==> src/rtl/sram_stream_reader_pkg.sv <==
// rtl/sram_stream_reader_pkg.sv - shared types and constants for sram_stream_reader
// Contents: burst FSM state encoding, legal read-latency bounds.
package sram_stream_reader_pkg;

    localparam int LATENCY_MIN = 1;
    localparam int LATENCY_MAX = 2;

    typedef enum logic [1:0] {
        ST_IDLE  = 2'd0,
        ST_ISSUE = 2'd1,
        ST_DRAIN = 2'd2
    } state_e;

endpackage

==> src/rtl/sram_stream_reader_fifo.sv <==
// rtl/sram_stream_reader_fifo.sv - registered-output FIFO buffering SRAM read returns
// Ports:
//   clk_i, rst_ni   clock, asynchronous active-low reset
//   push_i, data_i  write side; a push while full is accepted only together with a pop
//   pop_i, data_o   read side; data_o is the head entry, forced to 0 while empty
//   full_o, empty_o, count_o  occupancy status
module sram_stream_reader_fifo
    import sram_stream_reader_pkg::*;
#(
    parameter int Width = 8,
    parameter int Depth = 4
) (
    input  logic                       clk_i,
    input  logic                       rst_ni,
    input  logic                       push_i,
    input  logic [Width-1:0]           data_i,
    input  logic                       pop_i,
    output logic [Width-1:0]           data_o,
    output logic                       full_o,
    output logic                       empty_o,
    output logic [$clog2(Depth+1)-1:0] count_o
);

    localparam int PtrWidth = (Depth > 1) ? $clog2(Depth) : 1;
    localparam int CntWidth = $clog2(Depth + 1);

    logic [Width-1:0]    mem_q [Depth];
    logic [PtrWidth-1:0] wr_ptr_q, rd_ptr_q;
    logic [CntWidth-1:0] count_q;
    logic                do_push, do_pop;

    // Depth need not be a power of two, so pointers wrap explicitly.
    function automatic logic [PtrWidth-1:0] ptr_inc(input logic [PtrWidth-1:0] p);
        return (p == PtrWidth'(Depth - 1)) ? '0 : p + PtrWidth'(1);
    endfunction

    assign empty_o = (count_q == '0);
    assign full_o  = (count_q == CntWidth'(Depth));
    assign count_o = count_q;
    assign do_pop  = pop_i && !empty_o;
    assign do_push = push_i && (!full_o || do_pop);
    assign data_o  = empty_o ? '0 : mem_q[rd_ptr_q];

    always_ff @(posedge clk_i or negedge rst_ni) begin
        if (!rst_ni) begin
            wr_ptr_q <= '0;
            rd_ptr_q <= '0;
            count_q  <= '0;
        end else begin
            if (do_push) wr_ptr_q <= ptr_inc(wr_ptr_q);
            if (do_pop)  rd_ptr_q <= ptr_inc(rd_ptr_q);
            if (do_push && !do_pop)      count_q <= count_q + CntWidth'(1);
            else if (do_pop && !do_push) count_q <= count_q - CntWidth'(1);
        end
    end

    always_ff @(posedge clk_i) begin
        if (do_push) mem_q[wr_ptr_q] <= data_i;
    end

endmodule

==> src/rtl/sram_stream_reader.sv <==
// rtl/sram_stream_reader.sv - burst reader: SRAM read requests in, valid/ready stream out
// Optional feature macro: SRAM_STREAM_READER_USER_EN (carry mem_ruser_i through to out_user_o).
// Ports:
//   clk_i, rst_ni  clock, asynchronous active-low reset
//   cmd_*          burst command: start word address and word count (count 0 is a no-op)
//   busy_o         high from command accept until the final beat is handed off
//   mem_*          single-port SRAM initiator side, read-only, fixed read latency
//   out_*          read data stream with last flag (and user sideband when enabled)
module sram_stream_reader
    import sram_stream_reader_pkg::*;
#(
    parameter int DataWidth = 64,
    parameter int UserWidth = 1,
    parameter int NumWords  = 1024,
    parameter int Latency   = 1,
    parameter int FifoDepth = 4
) (
    input  logic                          clk_i,
    input  logic                          rst_ni,
    input  logic                          cmd_valid_i,
    output logic                          cmd_ready_o,
    input  logic [$clog2(NumWords)-1:0]   cmd_addr_i,
    input  logic [$clog2(NumWords):0]     cmd_len_i,
    output logic                          busy_o,
    output logic                          mem_req_o,
    output logic                          mem_we_o,
    output logic [$clog2(NumWords)-1:0]   mem_addr_o,
    output logic [DataWidth-1:0]          mem_wdata_o,
    output logic [(DataWidth+7)/8-1:0]    mem_be_o,
    input  logic [DataWidth-1:0]          mem_rdata_i,
    input  logic [UserWidth-1:0]          mem_ruser_i,
    output logic                          out_valid_o,
    input  logic                          out_ready_i,
    output logic [DataWidth-1:0]          out_data_o,
    output logic [UserWidth-1:0]          out_user_o,
    output logic                          out_last_o
);

    localparam int AddrWidth = $clog2(NumWords);
    localparam int CntWidth  = $clog2(FifoDepth + 1);
    localparam int SumWidth  = CntWidth + 1;

    if (Latency < LATENCY_MIN || Latency > LATENCY_MAX) begin : g_bad_latency
        $error("sram_stream_reader: Latency must be 1 or 2");
    end
    if (FifoDepth < Latency + 1) begin : g_bad_depth
        $error("sram_stream_reader: FifoDepth must be at least Latency+1");
    end

`ifdef SRAM_STREAM_READER_USER_EN
    localparam int EntryWidth = DataWidth + 1 + UserWidth;
`else
    localparam int EntryWidth = DataWidth + 1;
`endif

    state_e                 state_q, state_d;
    logic [AddrWidth-1:0]   addr_q, addr_next;
    logic [AddrWidth:0]     remaining_q;
    logic [CntWidth-1:0]    inflight_q, fifo_count;
    logic [Latency-1:0]     tag_valid_q, tag_last_q;
    logic [EntryWidth-1:0]  push_data, pop_data;
    logic                   cmd_fire, out_fire, credit_ok, last_req;
    logic                   ret_valid, ret_last, fifo_empty, fifo_full_unused;

    assign cmd_fire  = cmd_valid_i && cmd_ready_o;
    assign out_fire  = out_valid_o && out_ready_i;
    assign ret_valid = tag_valid_q[Latency-1];
    assign ret_last  = tag_last_q[Latency-1];
    assign last_req  = mem_req_o && (remaining_q == (AddrWidth+1)'(1));
    assign addr_next = (addr_q == AddrWidth'(NumWords - 1)) ? '0 : addr_q + AddrWidth'(1);

    // Every outstanding request owns a FIFO slot. A pop in this cycle frees a slot
    // before any data this request could return, so it counts as a credit; this is
    // what sustains one word per cycle at FifoDepth == Latency+1.
    assign credit_ok = (SumWidth'(inflight_q) + SumWidth'(fifo_count))
                     < (SumWidth'(FifoDepth) + SumWidth'(out_fire));

    always_comb begin
        state_d     = state_q;
        cmd_ready_o = 1'b0;
        mem_req_o   = 1'b0;
        unique case (state_q)
            ST_IDLE: begin
                cmd_ready_o = rst_ni;
                if (cmd_valid_i && rst_ni && cmd_len_i != '0) state_d = ST_ISSUE;
            end
            ST_ISSUE: begin
                mem_req_o = (remaining_q != '0) && credit_ok;
                if (mem_req_o && remaining_q == (AddrWidth+1)'(1)) state_d = ST_DRAIN;
            end
            ST_DRAIN: begin
                if (out_fire && out_last_o) state_d = ST_IDLE;
            end
            default: state_d = ST_IDLE;
        endcase
    end

    always_ff @(posedge clk_i or negedge rst_ni) begin
        if (!rst_ni) begin
            state_q     <= ST_IDLE;
            addr_q      <= '0;
            remaining_q <= '0;
            inflight_q  <= '0;
            tag_valid_q <= '0;
            tag_last_q  <= '0;
        end else begin
            state_q <= state_d;
            if (cmd_fire) begin
                addr_q      <= cmd_addr_i;
                remaining_q <= cmd_len_i;
            end else if (mem_req_o) begin
                addr_q      <= addr_next;
                remaining_q <= remaining_q - (AddrWidth+1)'(1);
            end
            if (mem_req_o && !ret_valid)      inflight_q <= inflight_q + CntWidth'(1);
            else if (ret_valid && !mem_req_o) inflight_q <= inflight_q - CntWidth'(1);
            // Tag pipeline mirrors the SRAM latency; the last stage marks valid rdata.
            tag_valid_q[0] <= mem_req_o;
            tag_last_q[0]  <= last_req;
            for (int i = 1; i < Latency; i++) begin
                tag_valid_q[i] <= tag_valid_q[i-1];
                tag_last_q[i]  <= tag_last_q[i-1];
            end
        end
    end

`ifdef SRAM_STREAM_READER_USER_EN
    assign push_data  = {mem_ruser_i, ret_last, mem_rdata_i};
    assign out_user_o = pop_data[DataWidth+1 +: UserWidth];
`else
    logic unused_ruser;
    assign unused_ruser = ^mem_ruser_i;
    assign push_data    = {ret_last, mem_rdata_i};
    assign out_user_o   = '0;
`endif

    sram_stream_reader_fifo #(
        .Width (EntryWidth),
        .Depth (FifoDepth)
    ) u_fifo (
        .clk_i   (clk_i),
        .rst_ni  (rst_ni),
        .push_i  (ret_valid),
        .data_i  (push_data),
        .pop_i   (out_fire),
        .data_o  (pop_data),
        .full_o  (fifo_full_unused),
        .empty_o (fifo_empty),
        .count_o (fifo_count)
    );

    assign out_valid_o = !fifo_empty;
    assign out_data_o  = pop_data[DataWidth-1:0];
    assign out_last_o  = pop_data[DataWidth];
    assign busy_o      = (state_q != ST_IDLE);
    assign mem_addr_o  = addr_q;
    assign mem_we_o    = 1'b0;
    assign mem_wdata_o = '0;
    assign mem_be_o    = '1;

endmodule

==> config.mk <==
export PLATFORM = sky130hd
export DESIGN_NAME = sram_stream_reader
export DESIGN_NICKNAME = d
export VERILOG_FILES = /design/src/rtl/sram_stream_reader_pkg.sv /design/src/rtl/sram_stream_reader_fifo.sv /design/src/rtl/sram_stream_reader.sv
export SDC_FILE = /design/constraint.sdc
export NUM_CORES = 1
export LEC_CHECK = 0
export BUFFER_PORTS_ARGS = -buffer_cell sky130_fd_sc_hd__buf_2
export CAP_MARGIN = 20
export CORE_MARGIN = 2
export CORE_UTILIZATION = 50
export CTS_CLUSTER_SIZE = 40
export DETAILED_ROUTE_END_ITERATION = 8
export HOLD_SLACK_MARGIN = 0.06
export PLACE_DENSITY_LB_ADDON = 0.12
export SLEW_MARGIN = 20
export SYNTH_ARGS = -nofsm -noshare
export SYNTH_HDL_FRONTEND = slang
export SYNTH_SLANG_ARGS = --single-unit
export TNS_END_PERCENT = 100
==> constraint.sdc <==
create_clock -name clk_i -period 5.1 [get_ports clk_i]
set_input_delay 1.53 -clock clk_i [delete_from_list [all_inputs] [get_ports clk_i]]
set_output_delay 1.53 -clock clk_i [all_outputs]
set_load 0.02 [all_outputs]
======== Yosys cells after proc, flatten, opt, wreduce, memory -nomap -nowiden ========
Memory sizes are Yosys's and may differ from the RTL's.
Index checks and enable logic that the tools add are counted.
storage, ports and cells
  input bits .............................. 90
  ROM bits ................................ 0
  memory bits (writable) .................. 260
  output and inout port bits .............. 153
  bits in latches ......................... 0
  register bits ........................... 35
  memories kept ........................... 1
  word-level logic and storage cells ...... 81
memory list
  name          words  width  read ports  clocked after Yosys merged registers in  write ports  RTL line                       RTL
  u_fifo.mem_q  4      65     1           0                                        1            sram_stream_reader_fifo.sv:27  logic [Width-1:0] mem_q [Depth];
cells by class
  $add $sub $neg .......................... 10
  equality and inequality tests ........... 10
  reduce and logical (&&, ||, !) cells .... 30
  muxes and demuxes ....................... 20
  shift-type cells ........................ 0
  bitwise gates (word level) .............. 0
  order comparisons ....................... 1
  multiply operators ...................... 0
  divide/modulo/power cells ............... 0
operator list
  cell                                                                   number
  65-bit two-way mux                                                     1
  10-bit two-way mux                                                     3
  11-bit two-way mux                                                     2
  11-bit nonzero test                                                    2
  1-bit logical AND                                                      14
  3-bit two-way mux                                                      4
  11-bit by 1-bit == test with 1-bit output (second input constant)      1
  11-bit by 1-bit subtractor with 11-bit output (second input constant)  1
  10-bit by 1-bit adder with 10-bit output (second input constant)       1
  10-bit == test (second input constant)                                 1
  2-bit two-way mux                                                      5
  2-bit nonzero test                                                     4
  3-bit by 1-bit adder with 3-bit output (second input constant)         2
  2-bit == test (second input constant)                                  3
  1-bit zero test                                                        6
  2-bit inequality test (second input constant)                          3
  2-bit case mux with 3 select lines                                     1
  3-bit by 1-bit subtractor with 3-bit output (second input constant)    2
  2-bit by 1-bit adder with 2-bit output (second input constant)         2
  3-bit by 1-bit adder with 4-bit output (first input constant)          1
  3-bit by 3-bit adder with 4-bit output                                 1
  4-bit less-than comparator                                             1
  1-bit two-way mux                                                      4
  3-bit == test (second input constant)                                  1
  other kinds (5)                                                        5

======== Depth between registers and ports, before layout ========
Gate-level depths: netlist of the first run.
  depth in word-level cells ............... 11
  depth in mapped cells ................... 13
  depth with buffers taken out ............ 12

======== Hierarchy ========
From an unflattened synthesis of the first run, not the netlist that was laid out.
unflattened totals
  cell total of the unflattened synthesis .. 717
  area, all modules ....................... 12558.3 um2
by module, submodules not included
  module                   area each (um2)  cells each  times used  sequential area each (um2)
  sram_stream_reader_fifo  10241.1          449         1           7982.7
  sram_stream_reader       2317.2           268         1           700.7

======== Worst setup path after synthesis of the first run ========
No wires, ideal clock.
  path type ............................... input to output
  start point ............................. input out_ready_i
  end point ............................... output mem_req_o
  required time ........................... 3.570 ns
  buffers on the path ..................... 1
  arrival time ............................ 2.386 ns
  slack ................................... 1.184 ns
  stages .................................. 5
  cell sequence ........................... o31ai_2 > o31ai_4 > nand3_2 > buf_2 > inv_1
on the way
  longest elaborated chain between the ends .. 5
ends and longest elaborated chain
  what                                    RTL line                  RTL
  start, declared                         sram_stream_reader.sv:33  input logic out_ready_i,
  1-bit logical AND                       sram_stream_reader.sv:66  assign out_fire = out_valid_o && out_ready_i;
  3-bit by 1-bit adder with 4-bit output  sram_stream_reader.sv:76  < (SumWidth'(FifoDepth) + SumWidth'(out_fire));
  4-bit less-than comparator              sram_stream_reader.sv:76
  1-bit logical AND                       sram_stream_reader.sv:88  mem_req_o = (remaining_q != '0) && credit_ok;
  1-bit two-way mux                       sram_stream_reader.sv:82  unique case (state_q)
  end, declared                           sram_stream_reader.sv:25  output logic mem_req_o,
Every way passes these cells.

======== Worst setup path after layout of the first run ========
  start point ............................. register u_fifo.rd_ptr_q[0]
  end point ............................... output out_data_o[3]
on the way
  longest elaborated chain between the ends .. 2
ends and longest elaborated chain
  what                    RTL line                       RTL
  start, declared         sram_stream_reader_fifo.sv:28  logic [PtrWidth-1:0] wr_ptr_q, rd_ptr_q;
  start signal, assigned  sram_stream_reader_fifo.sv:51  if (do_pop) rd_ptr_q <= ptr_inc(rd_ptr_q);
  memory 4 x 65 bit       --
  65-bit two-way mux      sram_stream_reader_fifo.sv:42  assign data_o = empty_o ? '0 : mem_q[rd_ptr_q];
  end, declared           sram_stream_reader.sv:34       output logic [DataWidth-1:0] out_data_o,
Every way passes these cells.

==> results of run 1 <==
worst max-delay path, stage by stage (launching register included):
cell	delay [ps]
dfrtp_4	810
buf_12	400
mux4_2	540
and2_1	200
buf_2	160
cell type report:
| cell class | count | share of cell area, % |
|---|---|---|
| multi-input cells | 378 | 23.5 |
| inverters | 12 | 0.314 |
| repair buffers | 171 | 6.12 |
| clock buffers | 40 | 5.85 |
| diodes | 2 | 0.0348 |
| clock inverters | 15 | 0.845 |
| well taps | 324 | 2.82 |
| flip-flops and latches | 295 | 60.5 |
registers in the layout, indices dropped and copies added (netlist names):
signal and count:
inflight_q 3, mem_addr_o 10, remaining_q 11, ret_last 1, ret_valid 1, state_q 2, u_fifo.count_o 3, u_fifo.mem_q 260
u_fifo.rd_ptr_q 2, u_fifo.wr_ptr_q 2
cells in the mapped netlist (all sizes together), types with 4 or more instances:
master	count	area, sq um
edfxtp	260	7810
buf	86	623
and2	71	444
mux4	65	1460
dfrtp	35	876
nand2	21	78.8
nor2	21	78.8
clkbuf	17	63.8
ha	13	163
inv	12	45.0
o21ai	12	60.1
nand3	11	60.1
or3	9	56.3
xor2	8	70.1
a31oi	7	43.8
nand4	7	43.8
nor4	6	50.0
or2	5	31.3
a21oi	4	20.0
worst max-delay path by stage:
stage | slack (ps) | from | endpoint
global placement | 960 | out_ready_i | mem_req_o
CTS | 770 | u_fifo.rd_ptr_q[0]$_DFFE_PN0N_ | out_data_o[3]
detailed placement | 960 | out_ready_i | mem_req_o
finish | 880 | u_fifo.rd_ptr_q[0]$_DFFE_PN0N_ | out_data_o[3]
floorplan | 1180 | out_ready_i | mem_req_o
global route | 690 | u_fifo.rd_ptr_q[0]$_DFFE_PN0N_ | out_data_o[60]
stage by stage:
| step | worst slack (ps) | instances | total power, uW | util [%] | hold slack [ps] |
|---|---|---|---|---|---|
| global route | 687 | 1236 | 9440 | 58.7 | 515 |
| global placement | 961 | 1180 | 6830 | 54.8 | 465 |
| floorplan | 1180 | 788 | 5960 | - | 448 |
| finish | 879 | 1237 | 8930 | 58.7 | 480 |
| detailed placement | 961 | 1180 | 6950 | 54.8 | 471 |
| CTS | 772 | 1235 | 9070 | 58.7 | 484 |
power by group:
| group | switching [uW] | internal (uW) |
|---|---|---|
| clock network | 848 | 1250 |
| logic | 1860 | 1400 |
| registers | 414 | 3160 |
| total | 3120 | 5810 |
per-layer routing:
metal  up-vias  share of wire, %  GRT usage [%]  wire [microns]
met5         -                 0              0               0
met4         0               1.9           4.30             448
met3        33               5.6           2.96            1340
met2       207                51           31.5           12100
met1      3318                42           24.2            9840
li1       2964                 -              -               -
kinds of logic after synthesis:
group | count (synthesis) | synth area share, %
AOI/OAI and AO/OA | 44 | 2.64
xor gates and xnor gates | 11 | 0.770
adders and majority gates | 16 | 1.78
buffers and inverters | 115 | 5.85
DFF | 295 | 69.4
muxes | 68 | 12.0
other | 2 | 0.0600
and+or+nand+nor | 165 | 7.51
==> results.json, run 1 <==
{
  "outcome": "finished, final reports clean",
  "design_area_sq_um": 14400,
  "finalCritPeriodShare_pct": 82.8,
  "synth_ff_type": "edfxtp_1",
  "clkLatencyLatePin_ps": 540,
  "rr_endpoint": "inflight_q[2]$_DFFE_PN0P_",
  "seq_area_sq_um": 8690,
  "hold_class": "flop to flop",
  "setup_viol": 0,
  "die_w_microns": 162,
  "final_common_cell": "edfxtp_1",
  "routabilityCongestion": 0.825,
  "fin_setup_tns_ps": 0,
  "synth-seq-cells": 295,
  "path_class": "flop to primary output",
  "hold_violations": 0,
  "endpoint_kind": "primary output",
  "arrival_ps": 2690,
  "yosysSeqAreaShare_pct": 69.4,
  "netlist_instances": 716,
  "via_per_inst": 5.27,
  "syn_area_sq_um": 12500,
  "fmax_mhz": 237,
  "leakagePower_uw": 0.00521,
  "ios": 243,
  "ys_async_sr_fraction_pct": 11.9,
  "postSynthAreaPerCell_sq_um": 17.5,
  "holdCritStartpoint": "inflight_q[2]$_DFFE_PN0P_",
  "grt_max_degree": 68,
  "slew_headroom_pct": 29.4,
  "r2r_setup_slack_ps": 2000,
  "grt_overflow_total": 0,
  "drt-initial-drc-count": 382,
  "worstPathRequired_ps": 3570,
  "finClkSkew_ps": 9.41,
  "io_buffers": 167,
  "dp_hpwl_mm": 14.0,
  "antenna_found_initial": 2,
  "cts_inserted_buffers": 30,
  "cts_root_buffer": "clkbuf_16",
  "vdd_drop_max_mv": 0.379,
  "whs_endpoint": "inflight_q[2]$_DFFE_PN0P_",
  "p_per_area_nw_per_um2": 622,
  "cts_tree": "yes",
  "finalWirelength_mm": 23.7,
  "cap_violations": 0,
  "synth_edf_count": 260,
  "die-area_sq_um": 26300,
  "worstRegToRegCells": 11,
  "rsz0062_at_grt": "no",
  "fp.coreArea_sq_um": 24500,
  "post_cts_buffers": 0,
  "num-fill-cells": 1876,
  "path_clk_slew_ps": 60,
  "cts_sinks": 295,
  "cts.repair.resized": 0,
  "synth_cell_types": 52,
  "worst_r2r_startpoint": "u_fifo.count_o[0]$_DFFE_PN0P_",
  "layout.nets": 994,
  "fp-row-count": 57,
  "place_area_sq_um": 13400,
  "num_vias": 6522,
  "layout.cells.most_common_list": "260 x edfxtp_1, 167 x buf_2, 74 x conb_1, 67 x and2_1, 65 x mux4_2",
  "chipHeight_microns": 162,
  "dr.pass1.iters": 4,
  "yosysWarnings": 0,
  "cp_max_fo": 41,
  "start_util_pct": 51.1,
  "worst_slew_pin_slew_ps": 1060,
  "grt_pass1_vias": 6867,
  "holdBufCountCts": 0,
  "route.detailed.drc": 0,
  "multi_input_area_sq_um": 3380,
  "routedWlPerCell_microns": 19.1,
  "whs_path_depth": 1,
  "cp-start-kind": "flop",
  "ant_nets": 0,
  "drive_gt1_share_pct": 32.9,
  "syn_to_final_growth_pct": 14.8,
  "slew_viol_final": 0,
  "finalCriticalPeriod_ps": 4220,
  "htreeDepth": 1,
  "cts_buffer_depth": 3,
  "grt_util_all_layers_pct": 18.1,
  "grt_pass1_wl_mm": 37.0
}
(Power assumes the default switching activity.)
==> run 2: changes to the inputs <==
--- a/config.mk
+++ b/config.mk
@@ -5,6 +5,7 @@
 export SDC_FILE = /design/constraint.sdc
 export NUM_CORES = 1
 export LEC_CHECK = 0
+export ABC_AREA = 1
 export BUFFER_PORTS_ARGS = -buffer_cell sky130_fd_sc_hd__buf_2
 export CAP_MARGIN = 20
 export CORE_MARGIN = 2
==> constraint.sdc (replaced) <==
create_clock -name clk_i -period 4.3 [get_ports clk_i]
set_input_delay 1.29 -clock clk_i [delete_from_list [all_inputs] [get_ports clk_i]]
set_output_delay 1.29 -clock clk_i [all_outputs]
set_load 0.02 [all_outputs]
==> run 2 against run 1 <==
Core utilization fell by 1.2 points. Clock power rose by 15%. Via count rose by 31%. Sequential power rose by 9.5%. Count of clock-buffer cells in the layout fell by 1. First-iteration DRC count rose by 69%. Clock skew fell by 1.8 ps. Final cell count rose by 37%.
==> results.json, run 2 <==
{
  "outcome": "finished, final reports clean",
  "largest_reg_flops": 260,
  "crit_end": "out_data_o[62]",
  "net-switching-power_uw": 4550,
  "p_int_uw": 6550,
  "p_comb_share_pct": 43.0,
  "yosysSeqAreaShare_pct": 66.8,
  "die-area_sq_um": 27300,
  "hold_violations": 0,
  "r2r_setup_slack_ps": 1560,
  "multi_input_area_sq_um": 3640,
  "die_w_microns": 165,
  "grt_max_degree": 133,
  "routedWlPerCell_microns": 16.0,
  "cp-start-kind": "flop",
  "netlist_instances": 1185,
  "power_uw": 11100,
  "dr.pass1.iters": 5,
  "hold_ws_ps": 500,
  "grt_pass1_wl_mm": 41.4,
  "grt_overflow_total": 0,
  "slew_headroom_pct": 38.2,
  "fp.coreArea_sq_um": 25800,
  "cap_violations": 0,
  "grt_util_all_layers_pct": 19.6,
  "switching_share_pct": 41.0,
  "ant_nets": 0,
  "start_util_pct": 50.5,
  "path_clk_slew_ps": 50,
  "cts_buffer_depth": 3,
  "fmax_mhz": 271,
  "hold_class": "flop to flop",
  "cts_sinks": 295,
  "dp_cells": 1642,
  "path_class": "flop to primary output",
  "drt-initial-drc-count": 647,
  "slew_viol_final": 0,
  "seq_area_sq_um": 8690,
  "post_cts_buffers": 0,
  "final_util_pct": 57.5,
  "ios": 243,
  "finalCritPeriodShare_pct": 85.8,
  "htreeDepth": 1,
  "p_clk_share_pct": 21.7,
  "postSynthAreaPerCell_sq_um": 11.0,
  "routabilityCongestion": 0.849,
  "leakagePower_uw": 0.00583,
  "synth_edf_count": 260,
  "synth_top_area_cell": "edfxtp_1",
  "rr_endpoint": "inflight_q[2]$_DFFE_PN0P_",
  "layout.nets": 1446,
  "finalCriticalPeriod_ps": 3690,
  "dp_hpwl_mm": 15.3,
  "synth_top_area_share_pct": 60.0,
  "cts_tree": "yes",
  "synth_ff_type": "edfxtp_1",
  "synth.most_common_cell": "nor2_1",
  "worstRegToRegCells": 13,
  "setup_viol": 0,
  "cts.repair.resized": 0,
  "synth_area_leaders": "edfxtp_1 60%, nor2_1 8.3%, dfrtp_1 6.7%",
  "cts_root_buffer": "clkbuf_16",
  "finalWirelength_mm": 27.2,
  "syn_area_sq_um": 13000,
  "drive_gt1_share_pct": 17.9,
  "worstPathRequired_ps": 3010,
  "synth-seq-cells": 295,
  "p_per_area_nw_per_um2": 749,
  "setup_slack_ps": 610,
  "antenna_found_initial": 3,
  "cts_inserted_buffers": 31,
  "ys_async_sr_fraction_pct": 11.9,
  "finClkSkew_ps": 7.58,
  "worst_r2r_startpoint": "inflight_q[0]$_DFFE_PN0P_",
  "clkLatencyLatePin_ps": 550,
  "route.detailed.drc": 0,
  "num-fill-cells": 2248,
  "vdd_drop_max_mv": 0.437,
  "via_per_inst": 5.04,
  "io_buffers": 167,
  "chipHeight_microns": 165,
  "grt_pass1_vias": 7962,
  "fp-row-count": 59,
  "rsz0062_at_grt": "no",
  "worst_slew_pin_slew_ps": 928,
  "layout.cells.most_common_list": "284 x nor2_1, 260 x edfxtp_1, 167 x buf_2, 141 x o21ai_0, 129 x nand2_1",
  "num_vias": 8558,
  "preCtsSetupSlack_ps": 986,
  "largest_register": "u_fifo.mem_q",
  "syn_to_final_growth_pct": 14.0,
  "cp_max_fo": 40,
  "final_common_cell": "nor2_1",
  "synth_common_cells": "288 x nor2_1, 260 x edfxtp_1, 141 x o21ai_0",
  "seqPwrFrac_pct": 35.3,
  "stdcell_count": 1699,
  "endpoint_kind": "primary output",
  "holdBufCountCts": 0,
  "crit_start": "u_fifo.rd_ptr_q[0]$_DFFE_PN0N_",
  "arrival_ps": 2400,
  "yosysWarnings": 0,
  "synth_cell_types": 37
}
## run 2: changes by cell type in the layout (fill, tap and decap cells not counted), sizes merged, moves of 5 or more
cell / previous run / this run
buf: 171 / 183
clkinv: 12 / 17
mux4: 65 / 0
or3: 9 / 0
nand3: 11 / 36
a21oi: 4 / 73
nand2: 21 / 133
inv: 12 / 35
and2: 71 / 1
o21ai: 12 / 142
or2: 5 / 0
a31oi: 7 / 1
nor2: 21 / 291
## run 2: power by group through the flow
stage          Clock (uW)  Combinational, uW  Sequential [uW]
2_1_floorplan           0               3460             3990
3_3_place_gp            0               4760             3960
3_5_place_dp            0               4830             3970
4_1_cts              2460               4850             3920
5_1_grt              2570               5350             3970
6_report             2410               4780             3910
## run 2: cells by family (layout without fill, tap and decap cells)
logic type | after synthesis | after routing | synth area share [%]
flops | 295 | 295 | 66.8
other cells | 2 | 75 | 0.0577
fa+ha+maj | 16 | 16 | 1.71
buf+inv | 169 | 275 | 7.52
xor+xnor | 10 | 10 | 0.673
simple gates | 471 | 471 | 14.5
mux | 2 | 2 | 0.173
compound gates | 220 | 220 | 8.54
## run 2: critical path, cell delays in order, from the launching register on
cell and delay (ps):
dfrtp_4 490, clkinv_2 400, buf_4 360, o21ai_0 150
a21oi_1 240, buf_2 210
## run 2: through the flow
stage,instance area (sq um),setup TNS [ps]
2_1_floorplan,13300,-181790
3_3_place_gp,13900,0
3_5_place_dp,13900,0
4_1_cts,14800,0
5_1_grt,14800,0
6_report,14800,0
## run 2: final cells by class
| type | count | share of cell area [%] |
|---|---|---|
| diodes | 1 | 0.0169 |
| clock buffers | 39 | 5.50 |
| clock inverters | 17 | 0.684 |
| inverters | 36 | 0.928 |
| multi-input cells | 793 | 24.6 |
| flip-flops and latches | 295 | 58.6 |
| well taps | 335 | 2.83 |
| repair buffers | 183 | 6.87 |
## run 2: worst min-delay path by stage
stage                     slack [ps]  depth (start not counted)                       endpoint                 startpoint
after floorplan                  450                          1      inflight_q[2]$_DFFE_PN0P_  inflight_q[2]$_DFFE_PN0P_
after global routing             510                          1         state_q[1]$_DFFE_PN0P_     state_q[0]$_DFFE_PN0P_
after global placement           470                          1         state_q[1]$_DFFE_PN0P_     state_q[0]$_DFFE_PN0P_
final                            500                          1         state_q[1]$_DFFE_PN0P_     state_q[0]$_DFFE_PN0P_
after CTS                        500                          1         state_q[1]$_DFFE_PN0P_     state_q[0]$_DFFE_PN0P_
after detailed placement         490                          0  u_fifo.mem_q[2][64]$_DFFE_PP_         ret_last$_DFF_PN0_
## run 2: metal layers
layer | track usage [%] | vias to the layer above | share of wire (%)
li1 | - | 4215 | -
met1 | 25.9 | 4069 | 43
met2 | 33.8 | 236 | 49
met3 | 3.55 | 34 | 6.8
met4 | 4.23 | 4 | 1.4
met5 | 0 | - | 0.099
==> run 3: changes to the inputs <==
--- a/config.mk
+++ b/config.mk
@@ -8,7 +8,7 @@
 export ABC_AREA = 1
 export BUFFER_PORTS_ARGS = -buffer_cell sky130_fd_sc_hd__buf_2
 export CAP_MARGIN = 20
-export CORE_MARGIN = 2
+export CORE_MARGIN = 10
 export CORE_UTILIZATION = 50
 export CTS_CLUSTER_SIZE = 40
 export DETAILED_ROUTE_END_ITERATION = 8
==> constraint.sdc (replaced) <==
create_clock -name clk_i -period 4 [get_ports clk_i]
set_input_delay 1.2 -clock clk_i [delete_from_list [all_inputs] [get_ports clk_i]]
set_output_delay 1.2 -clock clk_i [all_outputs]
set_load 0.02 [all_outputs]
==> run 3 against run 2 <==
Die area increased by 20%. Critical path depth up 3. Cell area up 0.39%. Clock skew is 5.5 ps higher. Sequential cell count unchanged. Via count barely moved. Sequential share of layout area fell by 0.23 points. Setup slack lost 180 ps. Combinational power increased by 8.4%. Wire length rose by 7.0%. Global-route usage decreased by 2.5 points. Register-to-register slack worse by 290 ps.
==> results.json, run 3 (same netlist as run 2, synthesis figures left out) <==
{
  "drt-initial-drc-count": 614,
  "whs_path_depth": 1,
  "drt-met1-wl_mm": 12.6,
  "seqPwrFrac_pct": 35.0,
  "grt_overflow_total": 0,
  "finalWirelength_mm": 29.2,
  "wl_met2_mm": 14.1,
  "finClkSkew_ps": 13.1,
  "slew_headroom_pct": 51.6,
  "cp-start-kind": "flop",
  "r2r_setup_slack_ps": 1270,
  "ant_nets": 0,
  "grt_pass1_wl_mm": 46.1,
  "ios": 243,
  "routabilityCongestion": 0.779,
  "multi_input_area_sq_um": 3640,
  "dr.pass1.iters": 5,
  "drive_gt1_share_pct": 18.5,
  "holdBufCountCts": 0,
  "worstPathRequired_ps": 2800,
  "seq_area_sq_um": 8690,
  "largest_reg_flops": 260,
  "largest_register": "u_fifo.mem_q",
  "dp_hpwl_mm": 17.7,
  "grt_util_all_layers_pct": 17.1,
  "path_class": "flop to primary output",
  "highest_layer": "met4",
  "p_clk_share_pct": 22.1,
  "clkLatencyLatePin_ps": 540,
  "endpoint_kind": "primary output",
  "cap_violations": 0,
  "setup_viol": 0,
  "vdd_drop_max_mv": 0.531,
  "routedWlPerCell_microns": 17.1,
  "switching_share_pct": 41.0,
  "cts_sinks": 295,
  "layout.nets": 1450,
  "slew_viol_final": 0,
  "cts.repair.resized": 0,
  "chipHeight_microns": 181,
  "finalCritPeriodShare_pct": 89.2,
  "htreeDepth": 1,
  "leakagePower_uw": 0.00587,
  "hold_class": "flop to flop",
  "cts_tree": "yes",
  "num_vias": 8551,
  "cts_inserted_buffers": 30,
  "hold_violations": 0,
  "start_util_pct": 51.2,
  "whs_endpoint": "inflight_q[2]$_DFFE_PN0P_",
  "worst_slew_pin_slew_ps": 725,
  "fp-row-count": 58,
  "die-area_sq_um": 32900,
  "syn_to_final_growth_pct": 14.5,
  "p_comb_share_pct": 42.9,
  "rr_endpoint": "inflight_q[2]$_DFFE_PN0P_",
  "stdcell_count": 1700,
  "holdCritStartpoint": "inflight_q[2]$_DFFE_PN0P_",
  "grt_max_degree": 133,
  "via_per_inst": 5.03,
  "net-switching-power_uw": 4950,
  "layout.cells.most_common_list": "284 x nor2_1, 260 x edfxtp_1, 167 x buf_2, 141 x o21ai_0, 129 x nand2_1",
  "io_buffers": 167,
  "fp.coreArea_sq_um": 25400,
  "num-fill-cells": 2187,
  "final_util_pct": 58.6,
  "die_w_microns": 181,
  "post_cts_buffers": 0,
  "p_per_area_nw_per_um2": 811,
  "route.detailed.drc": 0,
  "worstRegToRegCells": 13,
  "arrival_ps": 2370,
  "dp_cells": 1642,
  "cp_max_fo": 3,
  "final_common_cell": "nor2_1",
  "antenna_found_initial": 2,
  "path_clk_slew_ps": 70,
  "finalCriticalPeriod_ps": 3570,
  "rsz0062_at_grt": "no",
  "cts_root_buffer": "clkbuf_16",
  "met3WireLength_mm": 1.89,
  "grt_pass1_vias": 8852,
  "cts_buffer_depth": 3,
  "worst_r2r_startpoint": "inflight_q[0]$_DFFE_PN0P_",
  "fmax_mhz": 280,
  "p_int_uw": 7130,
  "outcome": "finished, final reports clean"
}
run 3: cell count changes in the layout (fill, tap and decap cells not counted), sizes merged:
cell / before / now
clkinv: 17 / 14
clkinvlp: 0 / 1
clkbuf: 39 / 40
bufinv: 1 / 2
buf: 183 / 188
diode: 1 / 2
run 3: worst max-delay path: stages (launching register included):
cell and delay [ps]:
dfrtp_1 430, ha_1 250, fa_1 440, nor2_1 120
nand3_1 80, nand2_1 130, nand4_4 90, inv_1 120
buf_2 180
run 3: area by class of cell:
class,count,area share (%)
Clock buffer,40,5.50
Inverter,36,0.916
Clock inverter,16,0.916
Tap cell,330,2.77
Timing Repair Buffer,188,7.01
Multi-Input combinational cell,793,24.5
Antenna cell,2,0.0336
Sequential cell,295,58.4
run 3: power by group through the flow:
| stage | Combinational [uW] | Clock, uW | Sequential [uW] |
|---|---|---|---|
| final | 5180 | 2670 | 4220 |
| after global routing | 5820 | 2860 | 4280 |
| after CTS | 5290 | 2730 | 4230 |
| after detailed placement | 5260 | 0 | 4290 |
| after global placement | 5200 | 0 | 4280 |
| after floorplan | 3720 | 0 | 4290 |
run 3: per-stage QoR:
stage | cell area [sq um] | setup slack [ps] | total power, uW | hold WS (ps) | TNS, ps
after global routing | 14900 | 236 | 13000 | 509 | 0
final | 14900 | 431 | 12100 | 484 | 0
after global placement | 13900 | 860 | 9470 | 473 | 0
after CTS | 14900 | 382 | 12200 | 487 | 0
after detailed placement | 13900 | 868 | 9550 | 476 | 0
after floorplan | 13300 | -909 | 8010 | 453 | -236390
run 3: layer usage:
metal / up-vias / global-route usage [%]
met5: - / 0
met4: 0 / 4.26
met3: 38 / 4.00
met2: 221 / 28.9
met1: 4067 / 21.6
li1: 4225 / -
run 3: how the worst max path moves through the flow:
stage | startpoint | end | slack, ps | cells past startpoint
after floorplan | out_ready_i | u_fifo.mem_q[0][0]$_DFFE_PP_ | -910 | 4
after global placement | out_ready_i | u_fifo.mem_q[1][13]$_DFFE_PP_ | 860 | 6
after detailed placement | out_ready_i | u_fifo.mem_q[1][24]$_DFFE_PP_ | 870 | 6
after CTS | inflight_q[0]$_DFFE_PN0P_ | mem_req_o | 380 | 8
after global routing | inflight_q[0]$_DFFE_PN0P_ | mem_req_o | 240 | 8
final | inflight_q[0]$_DFFE_PN0P_ | mem_req_o | 430 | 8
